`config.mk`:
```
export PLATFORM = sky130hd
export DESIGN_NAME = nios_sysid_ext
export DESIGN_NICKNAME = d
export VERILOG_FILES = /design/src/rtl/nios_sysid_pkg.sv /design/src/rtl/nios_sysid_uptime.sv /design/src/rtl/nios_sysid_ext.sv
export SDC_FILE = /design/constraint.sdc
export NUM_CORES = 1
export LEC_CHECK = 0
export CORE_ASPECT_RATIO = 1.2
export CORE_MARGIN = 1
export CORE_UTILIZATION = 44
export CTS_BUF_LIST = sky130_fd_sc_hd__clkbuf_4 sky130_fd_sc_hd__clkbuf_8
export DETAILED_ROUTE_END_ITERATION = 8
export DONT_BUFFER_PORTS = 1
export SKIP_LAST_GASP = 1
export SLEW_MARGIN = 20
export SYNTH_ARGS = -nofsm -noshare
export SYNTH_HDL_FRONTEND = slang
export SYNTH_SLANG_ARGS = --single-unit
```
`constraint.sdc`:
```
create_clock -name i_clock -period 29.6 [get_ports i_clock]
set_input_delay 2.96 -clock i_clock [delete_from_list [all_inputs] [get_ports i_clock]]
set_output_delay 2.96 -clock i_clock [all_outputs]
set_load 0.01 [all_outputs]
```
`src/rtl/nios_sysid_pkg.sv`:
```
// nios_sysid_pkg: shared constants and helpers for the nios_sysid_ext register slave.
//   - Word offsets of every register in the map.
//   - Bit positions inside the CTRL register.
//   - apply_be(): merges a write word into an old word under a byte-enable mask.
package nios_sysid_pkg;

  localparam int unsigned REG_ID        = 0;
  localparam int unsigned REG_TIMESTAMP = 1;
  localparam int unsigned REG_UPTIME_LO = 2;
  localparam int unsigned REG_UPTIME_HI = 3;
  localparam int unsigned REG_CTRL      = 4;
  localparam int unsigned REG_PRESCALE  = 5;
  localparam int unsigned REG_SCRATCH0  = 6;

  localparam int unsigned CTRL_EN      = 0;
  localparam int unsigned CTRL_CLR     = 1;
  localparam int unsigned CTRL_WRAPPED = 2;

  function automatic logic [31:0] apply_be(input logic [31:0] old_word,
                                           input logic [31:0] new_word,
                                           input logic [3:0]  be);
    logic [31:0] res;
    res = old_word;
    for (int i = 0; i < 4; i++) begin
      if (be[i]) res[8*i +: 8] = new_word[8*i +: 8];
    end
    return res;
  endfunction

endpackage

```
`src/rtl/nios_sysid_uptime.sv`:
```
// nios_sysid_uptime: prescaled free-running 64-bit uptime counter.
// Ports:
//   i_clock, i_reset   clock, asynchronous active-high reset
//   i_en               count enable (freezes prescaler and counter when low)
//   i_prescale         counter ticks every i_prescale+1 enabled clocks
//   i_clr              clears counter, prescaler and wrapped flag (wins over a tick)
//   i_lo_rd            UPTIME_LO read accepted: snapshot the pre-increment high word
//   o_cnt_lo           counter bits [31:0]
//   o_hi_shadow        high word captured by the last UPTIME_LO read
//   o_wrapped          sticky flag, set when the counter rolls over from all-ones
module nios_sysid_uptime (
  input  logic        i_clock,
  input  logic        i_reset,
  input  logic        i_en,
  input  logic [31:0] i_prescale,
  input  logic        i_clr,
  input  logic        i_lo_rd,
  output logic [31:0] o_cnt_lo,
  output logic [31:0] o_hi_shadow,
  output logic        o_wrapped
);

  logic [31:0] r_pre_cnt;
  logic [31:0] w_pre_cnt_d;
  logic [63:0] r_cnt;
  logic [63:0] w_cnt_d;
  logic        r_wrapped;
  logic        w_wrapped_d;
  logic [31:0] r_hi_shadow;
  logic        w_tick;

  always_comb begin
    w_tick      = 1'b0;
    w_pre_cnt_d = r_pre_cnt;
    w_cnt_d     = r_cnt;
    w_wrapped_d = r_wrapped;
    if (i_en) begin
      // A PRESCALE write below the current count restarts the prescaler without a tick.
      if (r_pre_cnt > i_prescale) begin
        w_pre_cnt_d = '0;
      end else if (r_pre_cnt == i_prescale) begin
        w_pre_cnt_d = '0;
        w_tick      = 1'b1;
      end else begin
        w_pre_cnt_d = r_pre_cnt + 32'd1;
      end
    end
    if (w_tick) begin
      w_cnt_d = r_cnt + 64'd1;
      if (&r_cnt) w_wrapped_d = 1'b1;
    end
    if (i_clr) begin
      w_pre_cnt_d = '0;
      w_cnt_d     = '0;
      w_wrapped_d = 1'b0;
    end
  end

  always_ff @(posedge i_clock or posedge i_reset) begin
    if (i_reset) begin
      r_pre_cnt   <= '0;
      r_cnt       <= '0;
      r_wrapped   <= 1'b0;
      r_hi_shadow <= '0;
    end else begin
      r_pre_cnt <= w_pre_cnt_d;
      r_cnt     <= w_cnt_d;
      r_wrapped <= w_wrapped_d;
      // Captured from the pre-edge count so hi/lo form one consistent snapshot.
      if (i_lo_rd) r_hi_shadow <= r_cnt[63:32];
    end
  end

  assign o_cnt_lo    = r_cnt[31:0];
  assign o_hi_shadow = r_hi_shadow;
  assign o_wrapped   = r_wrapped;

endmodule

```
`src/rtl/nios_sysid_ext.sv`:
```
// nios_sysid_ext: Avalon-MM system ID slave with uptime counter, control and scratch words.
// Ports:
//   i_clock, i_reset     clock, asynchronous active-high reset
//   i_address            word address
//   i_read, i_write      one-cycle transfer requests (read wins when both are high)
//   i_writedata          write data
//   i_byteenable         byte lanes for writes
//   o_readdata           registered read data, holds between reads
//   o_readdatavalid      one-cycle strobe, one clock after an accepted read
module nios_sysid_ext
  import nios_sysid_pkg::*;
#(
  parameter logic [31:0] ID_VALUE         = 32'd591751049,
  parameter logic [31:0] TIMESTAMP        = 32'd1603466045,
  parameter int unsigned NUM_SCRATCH      = 4,
  parameter logic [31:0] PRESCALE_DEFAULT = 32'd49,
  parameter int unsigned ADDR_W           = 4
) (
  input  logic              i_clock,
  input  logic              i_reset,
  input  logic [ADDR_W-1:0] i_address,
  input  logic              i_read,
  input  logic              i_write,
  input  logic [31:0]       i_writedata,
  input  logic [3:0]        i_byteenable,
  output logic [31:0]       o_readdata,
  output logic              o_readdatavalid
);

  logic [31:0] w_addr;
  logic        w_wr;
  logic        w_clr;
  logic        w_lo_rd;
  logic [31:0] w_cnt_lo;
  logic [31:0] w_hi_shadow;
  logic        w_wrapped;
  logic [31:0] w_rdata;

  logic        r_en;
  logic [31:0] r_prescale;
  logic [31:0] r_scratch [NUM_SCRATCH];
  logic [31:0] r_rdata;
  logic        r_rdatavalid;

  assign w_addr  = 32'(i_address);
  // A simultaneous read drops the write.
  assign w_wr    = i_write & ~i_read;
  assign w_clr   = w_wr && (w_addr == REG_CTRL) && i_byteenable[0] && i_writedata[CTRL_CLR];
  assign w_lo_rd = i_read && (w_addr == REG_UPTIME_LO);

  nios_sysid_uptime u_uptime (
    .i_clock     (i_clock),
    .i_reset     (i_reset),
    .i_en        (r_en),
    .i_prescale  (r_prescale),
    .i_clr       (w_clr),
    .i_lo_rd     (w_lo_rd),
    .o_cnt_lo    (w_cnt_lo),
    .o_hi_shadow (w_hi_shadow),
    .o_wrapped   (w_wrapped)
  );

  always_ff @(posedge i_clock or posedge i_reset) begin
    if (i_reset) begin
      r_en       <= 1'b1;
      r_prescale <= PRESCALE_DEFAULT;
    end else if (w_wr) begin
      if (w_addr == REG_CTRL && i_byteenable[0]) r_en <= i_writedata[CTRL_EN];
      if (w_addr == REG_PRESCALE) r_prescale <= apply_be(r_prescale, i_writedata, i_byteenable);
    end
  end

  always_ff @(posedge i_clock or posedge i_reset) begin
    if (i_reset) begin
      for (int unsigned i = 0; i < NUM_SCRATCH; i++) r_scratch[i] <= '0;
    end else begin
      for (int unsigned i = 0; i < NUM_SCRATCH; i++) begin
        if (w_wr && w_addr == REG_SCRATCH0 + i) begin
          r_scratch[i] <= apply_be(r_scratch[i], i_writedata, i_byteenable);
        end
      end
    end
  end

  always_comb begin
    w_rdata = '0;
    case (w_addr)
      REG_ID:        w_rdata = ID_VALUE;
      REG_TIMESTAMP: w_rdata = TIMESTAMP;
      REG_UPTIME_LO: w_rdata = w_cnt_lo;
      REG_UPTIME_HI: w_rdata = w_hi_shadow;
      REG_CTRL: begin
        w_rdata[CTRL_EN]      = r_en;
        w_rdata[CTRL_WRAPPED] = w_wrapped;
      end
      REG_PRESCALE:  w_rdata = r_prescale;
      default: begin
        for (int unsigned i = 0; i < NUM_SCRATCH; i++) begin
          if (w_addr == REG_SCRATCH0 + i) w_rdata = r_scratch[i];
        end
      end
    endcase
  end

  always_ff @(posedge i_clock or posedge i_reset) begin
    if (i_reset) begin
      r_rdata      <= '0;
      r_rdatavalid <= 1'b0;
    end else begin
      r_rdatavalid <= i_read;
      if (i_read) r_rdata <= w_rdata;
    end
  end

  assign o_readdata      = r_rdata;
  assign o_readdatavalid = r_rdatavalid;

endmodule

```
# --- Word-level counts from Yosys, hierarchy flattened ---
# Cells that the tools add are included.
word_totals:
  reg_bits: 323
  in_bits: 44
  out_inout_bits: 33
  word_cells: 100
classes:
  addsub: 2
  magnitude_cmp: 1
  eq_ne: 10
  mux: 20
  bitwise_logic: 2
  n_reduce_logical: 38
op_table:
  columns: ["operator", "n"]
  rows:
  - ["$mux 32", 8]
  - ["$pmux 29 s6", 1]
  - ["$mux 64", 2]
  - ["$add 64x1->64 const B", 1]
  - ["$reduce_and 64->1", 1]
  - ["$reduce_and 2->1", 18]
  - ["$add 32x1->32 const B", 1]
  - ["$eq 32x32->1", 1]
  - ["$gt 32x32->1", 1]
  - ["$logic_not 32->1", 1]
  - ["$eq 4x3->1 const B", 4]
  - ["$reduce_and 3->1", 4]
  - ["$logic_and 1x1->1", 9]
  - ["$eq 4x2->1 const B", 2]
  - ["$eq 4x4->1 const B", 2]
  - ["$mux 1", 6]
  - ["$pmux 1 s6", 1]
  - ["$reduce_bool 2->1", 3]
  - ["$pmux 1 s5", 1]
  - ["$eq 4x1->1 const B", 1]
  - ["$pmux 1 s4", 1]
  - ["$reduce_or 3->1", 1]
  - ["$reduce_or 2->1", 1]
  - ["$and 1x1->1", 1]
  - ["$not 1->1", 1]

# --- Longest topological paths before layout ---
logic_depth:
  depth_word: 7
  mapped_depth: 10
  ltp_nobuf: 8

# --- Modules after synthesis ---
# From an unflattened synthesis, not the netlist that was laid out.
unflattened:
  cells_unflattened: 1524
  hier_area_um2: 16733.5
modules_own_cells:
  columns: ["module", "n_inst", "cells_per_inst", "area_each_um2", "seq_area_each_um2"]
  rows:
  - ["nios_sysid_ext", 1, 768, 9465.3, 4859.7]
  - ["nios_sysid_uptime", 1, 756, 7268.2, 3228.1]

# --- Worst setup path after synthesis ---
# No wires, ideal clock.
synth_timing:
  path_type: "input to register"
  start: "in i_address[3]"
  end: "reg u_uptime.r_cnt[58]"
  setup_time_ps: 78
  arrival_time_ps: 4942
  required_ps: 29522
  setup_slack_ps: 24580
  cell_stages: 8
  n_path_buf: 2
  path_cell_list: "buf_2 > nor4b_4 > and3_1 > buf_2 > a31oi_1 > or3_4 > or4_1 > a21oi_1"
synth_between:
  elab_chain_cells: 5
  elab_cells_between_ends: 6
  cone_classes: "1 x eq/ne; 1 x mux; 4 x reduce/logical"
synth_rtl:
  columns: ["item", "line", "text"]
  rows:
  - ["from (decl)", "nios_sysid_ext.sv:21", "input logic [ADDR_W-1:0] i_address,"]
  - ["$eq 4x3->1 (*)", "nios_sysid_ext.sv:48", "assign w_clr = w_wr && (w_addr == REG_CTRL) && i_byteenable[0] && i_writedata[CTRL_CLR];"]
  - ["$logic_and 1x1->1 (*) (3 in series)", "nios_sysid_ext.sv:48", null]
  - ["$mux 64 / $reduce_bool 2->1 (equally long branches)", null, null]
  - ["to (signal assigned)", "nios_sysid_uptime.sv:67", "r_cnt <= w_cnt_d;"]
  - ["to (decl)", "nios_sysid_uptime.sv:25", "logic [63:0] r_cnt;"]
# Every way passes the cells marked *; elsewhere a longest branch is shown, timed or not.
# A chain may end at the register's enable or synchronous reset.

# --- Worst setup path after layout ---
layout_timing:
  start: "in i_address[1]"
  end: "reg u_uptime.r_cnt[54]"
# The elaborated chain is that of the path after synthesis.

==> results.sh <==
export IMPL_outcome="completed"
export IMPL_grt_pass1_vias=11540
export IMPL_clock_fmax_ghz=0.1972
export IMPL_power_density_mw_per_mm2=60.29
export IMPL_fillCellCount=3151
export IMPL_synth_seq_area_share_pct=51.66
export IMPL_critical_path_class="input port to register"
export IMPL_peakVddDrop_mv=0.02910
export IMPL_setup_tns_ns=0
export IMPL_die_x_um=174.2
export IMPL_post_cts_resize_count=0
export IMPL_hold_violations=0
export IMPL_worst_pin_slew_ns=0.9906
export IMPL_async_reset_ff_share_pct=100.0
export IMPL_period_share_pct=17.13
export IMPL_synth_distinct_cells=65
export IMPL_ys_ff_latch=323
export IMPL_die_area_mm2=0.03634
export IMPL_place_area_mm2=0.01615
export IMPL_grtUsageTotal_pct=24.19
export IMPL_grt_ovfl_total=0
export IMPL_wl_per_cell_um=22.11
export IMPL_drc=0
export IMPL_syn_nets=1520
export IMPL_setup_ws_ns=24.53
export IMPL_grt_max_degree=122
export IMPL_cp_required_ns=30.12
export IMPL_clkTransAtPathRegs_ns=0.06
export IMPL_rows=75
export IMPL_crit_path_max_fanout=76
export IMPL_numPortBuffers=0
export IMPL_antenna_found_initial=1
export IMPL_fin_crit_ns=5.071
export IMPL_dpl_hpwl_um=30090
export IMPL_arrival_ns=5.59
export IMPL_routed_via_count=11610
export IMPL_drive_gt1_share_pct=21.65
export IMPL_grt_pass1_wl_um=68420
export IMPL_mappedNetlistArea_mm2=0.01566
export IMPL_first_iter_violations=891
export IMPL_cts_tree="done"
export IMPL_start_util_pct=44.73
export IMPL_ys_flop_type="dfrtp_1"
export IMPL_drv_slew=0
export IMPL_post_cts_repair_setup_buffers=0
export IMPL_fin_hold_ws_ns=0.4793
export IMPL_cts_max_level=2
export IMPL_clk_latency_ns=0.60
export IMPL_syn_avg_cell_area_um2=10.86
export IMPL_pre_cts_slack_ns=23.93
export IMPL_wirelength_um=43010
export IMPL_startpoint_type="input port"
export IMPL_power_mw=1.043
export IMPL_final_cells=1945
export IMPL_hp_class="register to register"
export IMPL_final_nets=1523
export IMPL_worstSetupEndpointType="register"
export IMPL_detail_route_vias_per_cell=5.967
export IMPL_gp_congestion=0.8677
export IMPL_cts_root_buf="clkbuf_8"
export IMPL_leakagePower_nw=7.714
export IMPL_rsz0062_at_grt="false"
export IMPL_die_h_um=208.6
export IMPL_io_pins=77
export IMPL_syn_to_final_growth_pct=10.49
export IMPL_insertedDiodeCount=0
export IMPL_cts_buffers=52
export IMPL_core_area_mm2=0.03500
export IMPL_clock_sinks=323
export IMPL_setup_violations=0
export IMPL_post_route_util_pct=49.42
export IMPL_finalClockSkew_ns=0.02650
export IMPL_cts_path_max_buffers=3
export IMPL_detail_route_antenna_nets=0
export IMPL_maxCapViolations=0
export IMPL_synth_edf_count=0
export IMPL_placedCellCount=1853
export IMPL_slew_headroom_pct=33.60
export IMPL_ys_warn_count=0
export IMPL_firstDrtPassIters=5
export IMPL_final_area_mm2=0.01730
export IMPL_ctsHoldBuffers=0
export IMPL_syn_inst=1442
## layout by cell type (no fill, tap or decap), types with 3 or more instances in the layout
master,instances
a2111oi_0,7
a21o_1,9
a21oi_1,92
a221oi_1,6
a222oi_1,34
a22oi_1,12
a32o_1,4
a41oi_1,6
and2_1,8
and3_1,15
and3_2,3
and4_1,7
buf_4,16
clkbuf_4,17
clkbuf_8,69
clkinv_2,5
dfrtp_1,319
dfstp_2,4
ha_1,34
inv_1,47
mux2_2,176
nand2_1,137
nand2b_1,6
nand3_1,45
nand4_1,27
nor2_1,100
nor2b_1,3
nor3_1,21
nor4_1,7
nor4b_1,3
o2111ai_1,12
o211ai_1,23
o21ai_0,65
o31ai_1,8
or2_2,5
or3_1,17
or4_1,7
xnor2_1,24
xor2_1,38
## cells by family (layout without fill, tap and decap cells)
family,count (synthesis),in the layout,share of synthesized area (%)
buffers and inverters,116,157,2.829
AOI/OAI and AO/OA,296,296,12.68
adders and majority gates,34,34,2.717
DFF,323,323,51.66
and+or+nand+nor,433,433,13.86
xor gates and xnor gates,62,62,3.469
muxes,178,178,12.79
## where the power goes
group	leakage, nW	internal [mW]	switching (mW)
clock network	0.608	0.237	0.177
logic	2.89	0.0472	0.0631
registers	4.21	0.486	0.0328
total	7.71	0.770	0.273
## worst max-delay path, stage by stage
cell and delay [ns]:
nor4b_4 0.53, and3_2 0.30, buf_4 0.65, o211ai_1 0.48, or3_1 0.48, a21oi_1 0.15
## area by class of cell
type	count	area [um2]	share of cell area, %
Sequential cell	323	8088	46.76
Multi-Input combinational cell	1003	7179	41.51
Clock buffer	86	1077	6.228
Tap cell	462	578.1	3.342
Inverter	48	187.7	1.085
Timing Repair Buffer	17	131.4	0.7595
Clock inverter	6	55.05	0.3183
## flip-flops by register name (all words and copies together), names as in the netlist
register              cells
r_scratch               128
u_uptime.r_cnt           64
u_uptime.o_hi_shadow     32
r_en                      1
u_uptime.r_pre_cnt       32
u_uptime.o_wrapped        1
r_prescale               32
o_readdatavalid           1
o_readdata               32
## synthesized netlist by cell type (3+ instances only)
library cell	count	area, um2
a222oi_1	34	340.3
buf_2	6	30.03
mux2_2	176	1982
o31ai_1	8	60.06
inv_1	48	180.2
nor3_1	21	105.1
a2111oi_0	7	61.31
buf_1	3	11.26
a21oi_1	94	470.5
ha_1	34	425.4
nor4b_1	3	26.28
dfrtp_1	319	7983
a22oi_1	12	90.09
a41oi_1	6	52.55
or3_1	17	106.4
a221oi_1	6	52.55
or4_1	7	52.55
or2_2	5	31.28
nand4_1	27	168.9
nand2_1	137	514.2
a31oi_1	3	18.77
and3b_1	3	26.28
o21ai_0	65	325.3
nand2b_1	6	37.54
o2111ai_1	12	105.1
and2_1	8	50.05
a21o_1	9	67.56
nor2b_1	3	18.77
a32o_1	4	40.04
and4_1	7	61.31
nor2_1	100	375.4
o211ai_1	23	172.7
dfstp_2	4	105.1
nand3_1	45	225.2
xor2_1	38	332.8
nor4_1	8	50.05
clkbuf_1	59	221.5
xnor2_1	24	210.2
and3_1	18	112.6
## worst paths after layout
path                                     startpoint                        to  slack, ns  cells after the start
setup / recovery                       i_address[1]        u_uptime.r_cnt[54]      24.53                      6
hold / removal             u_uptime.o_hi_shadow[12]  u_uptime.o_hi_shadow[12]       0.48                      2
setup reg to reg                     r_prescale[14]        u_uptime.r_cnt[54]      26.29                      9
hold reg to reg            u_uptime.o_hi_shadow[12]  u_uptime.o_hi_shadow[12]       0.48                      2
max in group asynchronous                   i_reset        u_uptime.r_cnt[37]      25.78                      2
min in group asynchronous                   i_reset             r_scratch[40]       2.38                      1
## layer usage
layer / up-vias / global-route usage, % / routed length, um
met3: 63 / 4.003 / 2158
li1: 5295 / - / -
met1: 5954 / 33.42 / 19270
met2: 291 / 39.10 / 20650
met5: - / 0 / 13
met4: 2 / 7.018 / 919
Power figures use the tool's default switching activity.
